==> config.mk <==
export PLATFORM = sky130hd
export DESIGN_NAME = fb_reader
export DESIGN_NICKNAME = d
export VERILOG_FILES = /design/src/rtl/fb_reader_pkg.sv /design/src/rtl/fb_fifo.sv /design/src/rtl/fb_reader.sv
export SDC_FILE = /design/constraint.sdc
export NUM_CORES = 2
export LEC_CHECK = 0
export ABC_CLOCK_PERIOD_IN_PS = 6100
export CAP_MARGIN = 20
export CORE_ASPECT_RATIO = 1.1
export CORE_MARGIN = 2
export CORE_UTILIZATION = 45
export DETAILED_ROUTE_END_ITERATION = 6
export MAX_ROUTING_LAYER = met4
export PLACE_DENSITY_LB_ADDON = 0.08
export SYNTH_ARGS = -nofsm -noshare
export SYNTH_HDL_FRONTEND = slang
export SYNTH_MEMORY_MAX_BITS = 65536
export SYNTH_SLANG_ARGS = --single-unit
==> constraint.sdc <==
create_clock -name clk -period 6.1 [get_ports clk]
set_input_delay 0.61 -clock clk [delete_from_list [all_inputs] [get_ports clk]]
set_output_delay 0.61 -clock clk [all_outputs]
set_load 0.05 [all_outputs]
==> src/rtl/fb_reader_pkg.sv <==
// Shared types for the framebuffer reader: FSM encoding and the FIFO pixel word.
package fb_reader_pkg;

    typedef enum logic [1:0] {IDLE, BURST, GAP} fsm_t;

    typedef struct packed {
        logic        sof;
        logic        eol;
        logic [31:0] data;
    } pix_word_t;

    // Counter width that stays legal for a range of one.
    function automatic int cw(input int n);
        return (n > 1) ? $clog2(n) : 1;
    endfunction

endpackage

==> src/rtl/fb_fifo.sv <==
// Show-ahead FIFO: the head entry is visible on dout whenever empty is low.
module fb_fifo
    import fb_reader_pkg::*;
#(
    parameter int DEPTH = 128,
    parameter int WIDTH = 34
) (
    input  logic                   clk,
    input  logic                   rst_n,
    input  logic                   push,
    input  logic [WIDTH-1:0]       din,
    input  logic                   pop,
    output logic [WIDTH-1:0]       dout,
    output logic                   full,
    output logic                   empty,
    output logic [cw(DEPTH):0]     free
);

    localparam int AW = cw(DEPTH);
    localparam int CW = AW + 1;

    logic [WIDTH-1:0] mem_q [DEPTH];
    logic [AW-1:0]    wr_ptr_q, rd_ptr_q;
    logic [CW-1:0]    count_q;
    logic             do_push, do_pop;

    assign full    = (count_q == CW'(DEPTH));
    assign empty   = (count_q == '0);
    assign free    = CW'(DEPTH) - count_q;
    assign do_pop  = pop && !empty;
    assign do_push = push && (!full || do_pop);
    assign dout    = mem_q[rd_ptr_q];

    // NOTE: storage has no reset; pointers and count alone decide which entries are valid.
    always_ff @(posedge clk) begin
        if (do_push) mem_q[wr_ptr_q] <= din;
    end

    always_ff @(posedge clk or negedge rst_n) begin
        if (!rst_n) begin
            wr_ptr_q <= '0;
            rd_ptr_q <= '0;
            count_q  <= '0;
        end else begin
            if (do_push) wr_ptr_q <= wr_ptr_q + AW'(1);
            if (do_pop)  rd_ptr_q <= rd_ptr_q + AW'(1);
            case ({do_push, do_pop})
                2'b10:   count_q <= count_q + CW'(1);
                2'b01:   count_q <= count_q - CW'(1);
                default: count_q <= count_q;
            endcase
        end
    end

endmodule

==> src/rtl/fb_reader.sv <==
// Wishbone read master streaming a raster-order framebuffer into a tagged pixel stream.
module fb_reader
    import fb_reader_pkg::*;
#(
    parameter int          HDISP      = 800,
    parameter int          VDISP      = 480,
    parameter logic [31:0] BASE_ADR   = 32'h0,
    parameter int          BURST_LEN  = 64,
    parameter int          FIFO_DEPTH = 128
) (
    input  logic        clk,
    input  logic        rst_n,
    input  logic        enable,
    output logic        wb_cyc,
    output logic        wb_stb,
    output logic        wb_we,
    output logic [31:0] wb_adr,
    output logic [3:0]  wb_sel,
    output logic [2:0]  wb_cti,
    output logic [1:0]  wb_bte,
    input  logic [31:0] wb_dat_sm,
    input  logic        wb_ack,
    output logic [31:0] pix_data,
    output logic        pix_sof,
    output logic        pix_eol,
    output logic        pix_valid,
    input  logic        pix_ready,
    output logic        frame_done
);

    localparam int PW = cw(HDISP);
    localparam int LW = cw(VDISP);
    localparam int BW = cw(BURST_LEN);
    localparam int FW = cw(FIFO_DEPTH) + 1;

    fsm_t          state_q, state_d;
    logic [PW-1:0] pixel_cpt_q, pixel_cpt_d;
    logic [LW-1:0] line_cpt_q, line_cpt_d;
    logic [BW-1:0] burst_q, burst_d;
    logic          frame_end_q, frame_end_d;
    logic          frame_done_q;

    logic          ack_take, at_origin, line_end, last_pix, room;
    logic          fifo_full, fifo_empty, pop;
    logic [FW-1:0] fifo_free;
    pix_word_t     push_word, head;

    assign wb_cyc = (state_q == BURST);
    assign wb_stb = (state_q == BURST);
    assign wb_we  = 1'b0;
    assign wb_sel = 4'hF;
    assign wb_cti = 3'b000;
    assign wb_bte = 2'b00;
    assign wb_adr = BASE_ADR + ((32'(line_cpt_q) * 32'(HDISP)) + 32'(pixel_cpt_q)) * 32'd4;

    assign ack_take  = (state_q == BURST) && wb_ack;
    assign at_origin = (pixel_cpt_q == '0) && (line_cpt_q == '0);
    assign line_end  = (pixel_cpt_q == PW'(HDISP - 1));
    assign last_pix  = line_end && (line_cpt_q == LW'(VDISP - 1));
    assign room      = (fifo_free >= FW'(BURST_LEN));

    assign push_word = '{sof: at_origin, eol: line_end, data: wb_dat_sm};

    // NOTE: every variable gets a default first so no path through the case infers a latch.
    always_comb begin
        state_d     = state_q;
        pixel_cpt_d = pixel_cpt_q;
        line_cpt_d  = line_cpt_q;
        burst_d     = burst_q;
        frame_end_d = frame_end_q;
        case (state_q)
            IDLE: begin
                if (enable && at_origin && room) begin
                    state_d = BURST;
                    burst_d = '0;
                end
            end
            BURST: begin
                if (wb_ack) begin
                    burst_d = burst_q + BW'(1);
                    if (line_end) begin
                        pixel_cpt_d = '0;
                        line_cpt_d  = last_pix ? '0 : line_cpt_q + LW'(1);
                    end else begin
                        pixel_cpt_d = pixel_cpt_q + PW'(1);
                    end
                    if (last_pix) frame_end_d = 1'b1;
                    if (last_pix || burst_q == BW'(BURST_LEN - 1)) state_d = GAP;
                end
            end
            GAP: begin
                // enable is only honoured here once the whole frame has been fetched.
                if (frame_end_q && !enable) begin
                    state_d     = IDLE;
                    frame_end_d = 1'b0;
                end else if (room) begin
                    state_d     = BURST;
                    burst_d     = '0;
                    frame_end_d = 1'b0;
                end
            end
            default: state_d = IDLE;
        endcase
    end

    always_ff @(posedge clk or negedge rst_n) begin
        if (!rst_n) begin
            state_q      <= IDLE;
            pixel_cpt_q  <= '0;
            line_cpt_q   <= '0;
            burst_q      <= '0;
            frame_end_q  <= 1'b0;
            frame_done_q <= 1'b0;
        end else begin
            state_q      <= state_d;
            pixel_cpt_q  <= pixel_cpt_d;
            line_cpt_q   <= line_cpt_d;
            burst_q      <= burst_d;
            frame_end_q  <= frame_end_d;
            frame_done_q <= ack_take && last_pix;
        end
    end

    assign frame_done = frame_done_q;

    fb_fifo #(
        .DEPTH (FIFO_DEPTH),
        .WIDTH ($bits(pix_word_t))
    ) u_fifo (
        .clk   (clk),
        .rst_n (rst_n),
        .push  (ack_take),
        .din   (push_word),
        .pop   (pop),
        .dout  (head),
        .full  (fifo_full),
        .empty (fifo_empty),
        .free  (fifo_free)
    );

    assign pix_valid = !fifo_empty;
    assign pop       = pix_valid && pix_ready;
    assign pix_data  = pix_valid ? head.data : '0;
    assign pix_sof   = pix_valid && head.sof;
    assign pix_eol   = pix_valid && head.eol;

    a_no_overflow: assert property (@(posedge clk) disable iff (!rst_n) !(ack_take && fifo_full));

endmodule

==> impl_metrics.tcl <==
set metrics [dict create \
    hold_end "u_fifo.mem_q[99][20]" \
    clkLatencyLatePin_ns 0.99 \
    initial_core_util_pct 45.11 \
    grt_pass1_vias 83880 \
    crit_fanout 65 \
    async_flop_share_pct 1.158 \
    p_leak_nw 61.75 \
    power.density_mw_per_mm2 447.4 \
    tritoncts "yes" \
    worstPathArrival_ns 5.40 \
    critical_path_class "flip-flop to output pin" \
    peakVddDrop_v 0.0005295 \
    layout_common_cells "4352 x edfxtp_1, 1116 x mux4_2, 444 x clkbuf_16" \
    dr.pass1.iters 7 \
    synth_cells 7506 \
    synth_seq_area_share_pct 77.43 \
    htree_num_levels 5 \
    end_kind "output pin" \
    clock_path_buffers 4 \
    dieWidth_um 590.8 \
    groute.usage.overall_pct 26.75 \
    grt_pass1_wl_mm 687.5 \
    antenna_found_initial 33 \
    cts_sinks 4403 \
    die_y_um 649.5 \
    r2r_start "u_fifo.count_q[0]" \
    drive_above_1_share_pct 28.78 \
    cts_buffers 433 \
    vias 82610 \
    grt_setup_unrepaired "false" \
    max_cap_viol_count 0 \
    min_path_type "primary input to flip-flop" \
    setup-tns-final_ns 0 \
    place_area_mm2 0.1807 \
    die_area_mm2 0.3837 \
    reg2reg_depth 13 \
    critPathMaxStageDelay_ns 0.78 \
    grt_max_degree 133 \
    dp_slack_ns 0.8994 \
    dp_hpwl_mm 286.8 \
    violations "design-rule violations" \
    critPathRequiredTime_ns 5.49 \
    hold_violations 0 \
    cts-root-buf "clkbuf_16" \
    clk_pin_slew_ns 0.06 \
    grt-ovfl-total 0 \
    fmax_ghz 0.1664 \
    final_max_slew_viol_count 0 \
    postRouteAntennaNets 0 \
    nNetsFinal 8139 \
    postCtsSetupRepairBufs 0 \
    synth_edf_count 4352 \
    ys_warn_count 0 \
    fin_crit_ns 6.011 \
    synthFlopType "edfxtp_1" \
    pin_count 117 \
    synth.distinct_cells 61 \
    syn_to_final_growth_pct 14.31 \
    drt-vias-per-instance 6.140 \
    synth_top_area_share_pct 76.68 \
    finalCritPeriodShare_pct 98.55 \
    path_cells "nor2b_4 > buf_12 > nand2_1 > buf_4 > o22ai_1 > a211oi_1 > o21ai_0 > buf_4 > nand3_1 > a21oi_1 > buf_4" \
    synth_seq_cells 4403 \
    rrSetupSlack_ns 1.66 \
    fin_ws_ns 0.08867 \
    gp_congestion 0.8361 \
    worst_slew_pin_slew_ns 1.284 \
    status "finished, violations left" \
    start_kind "flip-flop" \
    drc 5 \
    core_mm2 0.3778 \
    final_common_cell "edfxtp_1" \
    slew_headroom_pct 13.72 \
    netlist_top_cells_area "edfxtp_1 77%, mux4_2 15%, mux2i_1 1.8%" \
    reg2reg_to "u_fifo.count_q[7]" \
    routedWlPerCell_um 37.17 \
    min_from "wb_dat_sm[20]" \
    cp_common_cell "buf_4" \
    synth_area_mm2 0.1704 \
    rows 237 \
    synth_area_per_cell_um2 22.71 \
    drtIter0Drc 10210 \
    clock_skew_ns 0.04154 \
    wirelength_mm 500.2 \
    holdPathStages 1 \
    port_buffers 94 \
    fin_area_mm2 0.1948 \
    setup_violations 0 \
    cp_slowest_cell "dfrtp_4" \
    yosys.area.top_type "edfxtp_1" \
]
## worst max path at each step
stage	depth (start not counted)	slack (ns)	endpoint	startpoint
3_3_place_gp	12	0.89	wb_adr[19]	line_cpt_q[2]
3_5_place_dp	6	0.90	pix_data[2]	u_fifo.rd_ptr_q[2]
4_1_cts	9	0.006	pix_data[19]	u_fifo.rd_ptr_q[0]
2_1_floorplan	9	0.84	burst_q[0]	line_cpt_q[1]
6_report	11	0.09	pix_data[16]	u_fifo.rd_ptr_q[3]
5_1_grt	12	0.006	wb_adr[21]	line_cpt_q[3]
## synthesized netlist by cell type (5+ instances only)
master     count
fa_1           6
mux2_2         7
o211ai_1      23
a221oi_2       5
o21ai_1       23
a22oi_1      123
xor2_1        18
o31ai_1        8
nor2_1       209
mux2i_1      308
o21ai_0       79
ha_1          53
edfxtp_1    4352
mux4_2      1116
a21oi_1       94
o22ai_1       54
a31oi_1       25
o21a_1         5
nand3b_1       5
a2111oi_0     16
a22o_1        10
a221oi_1       5
o2111ai_1     10
buf_6         47
buf_2        110
buf_4         90
a32oi_1        6
nand2_1       80
nand2b_1      72
nor2b_1       37
nand4_1       10
nand3_1       68
nor3_1        27
clkbuf_1     146
o221ai_1      21
a2111oi_2      7
buf_1         38
inv_1         31
xnor2_1       27
dfrtp_1       51
a211oi_1      37
and3_1        10
## what timing repair did
item                                    CTS  global route
resized for setup                         4             2
hold buffers                              2             0
hold endpoints to repair                 66             0
endpoints found under the setup margin    4             3
## registers in the layout, indices dropped and copies added, names as in the netlist
| register | count |
|---|---|
| pixel_cpt_q | 10 |
| state_q | 2 |
| u_fifo.count_q | 8 |
| frame_end_q | 1 |
| burst_q | 6 |
| u_fifo.mem_q | 4352 |
| frame_done | 1 |
| u_fifo.wr_ptr_q | 7 |
| u_fifo.rd_ptr_q | 7 |
| line_cpt_q | 9 |
## where the power goes
part / switching [W] / internal [W]
Clock: 0.0114 / 0.0151
Combinational: 0.0164 / 0.0107
Sequential: 0.000306 / 0.0333
## area by class of cell
type	count	area, µm²
fill	29470	183000
sequential	4403	132000
multi-input combinational	2657	37020
clock buffer	529	11450
tap	5019	6280
timing repair buffer	517	5391
clock inverter	269	2512
inverter	31	116.4
antenna	30	75.07
## critical path: cells and delay by family, from the launching register on
kind / cells / cell delay (ns)
buf+inv: 4 / 1.20
flops: 1 / 0.78
compound gates: 4 / 1.28
simple gates: 3 / 1.05
## metal layers
metal / GRT usage [%] / routed length (µm) / up-vias
met5: - / 0 / -
met2: 43.59 / 250700 / 3151
met3: 3.378 / 31910 / 647
met1: 35.66 / 201800 / 45760
met4: 7.583 / 15800 / 0
li1: - / - / 33050
## stage by stage
stage	hold WS [ns]	util, %	std cells	power (W)
floorplan	0.3144	-	7526	0.04995
global placement	0.4773	47.83	12620	0.06157
detailed placement	0.5039	47.84	12620	0.06166
CTS	0.06921	51.54	13420	0.08808
global route	0.1097	51.56	13430	0.08974
finish	0.1309	51.57	13460	0.08717
## logic make-up (layout without fill, tap and decap cells)
logic type	after synthesis	after routing	share of synthesized area, %
compound gates	562	562	2.237
xor+xnor	45	45	0.2312
fa+ha+maj	59	59	0.4596
buf+inv	466	1346	1.539
flops	4403	4403	77.43
mux	1432	1432	16.61
other cells	2	52	0.004406
simple gates	537	537	1.494
Power figures use the tool's default switching activity.
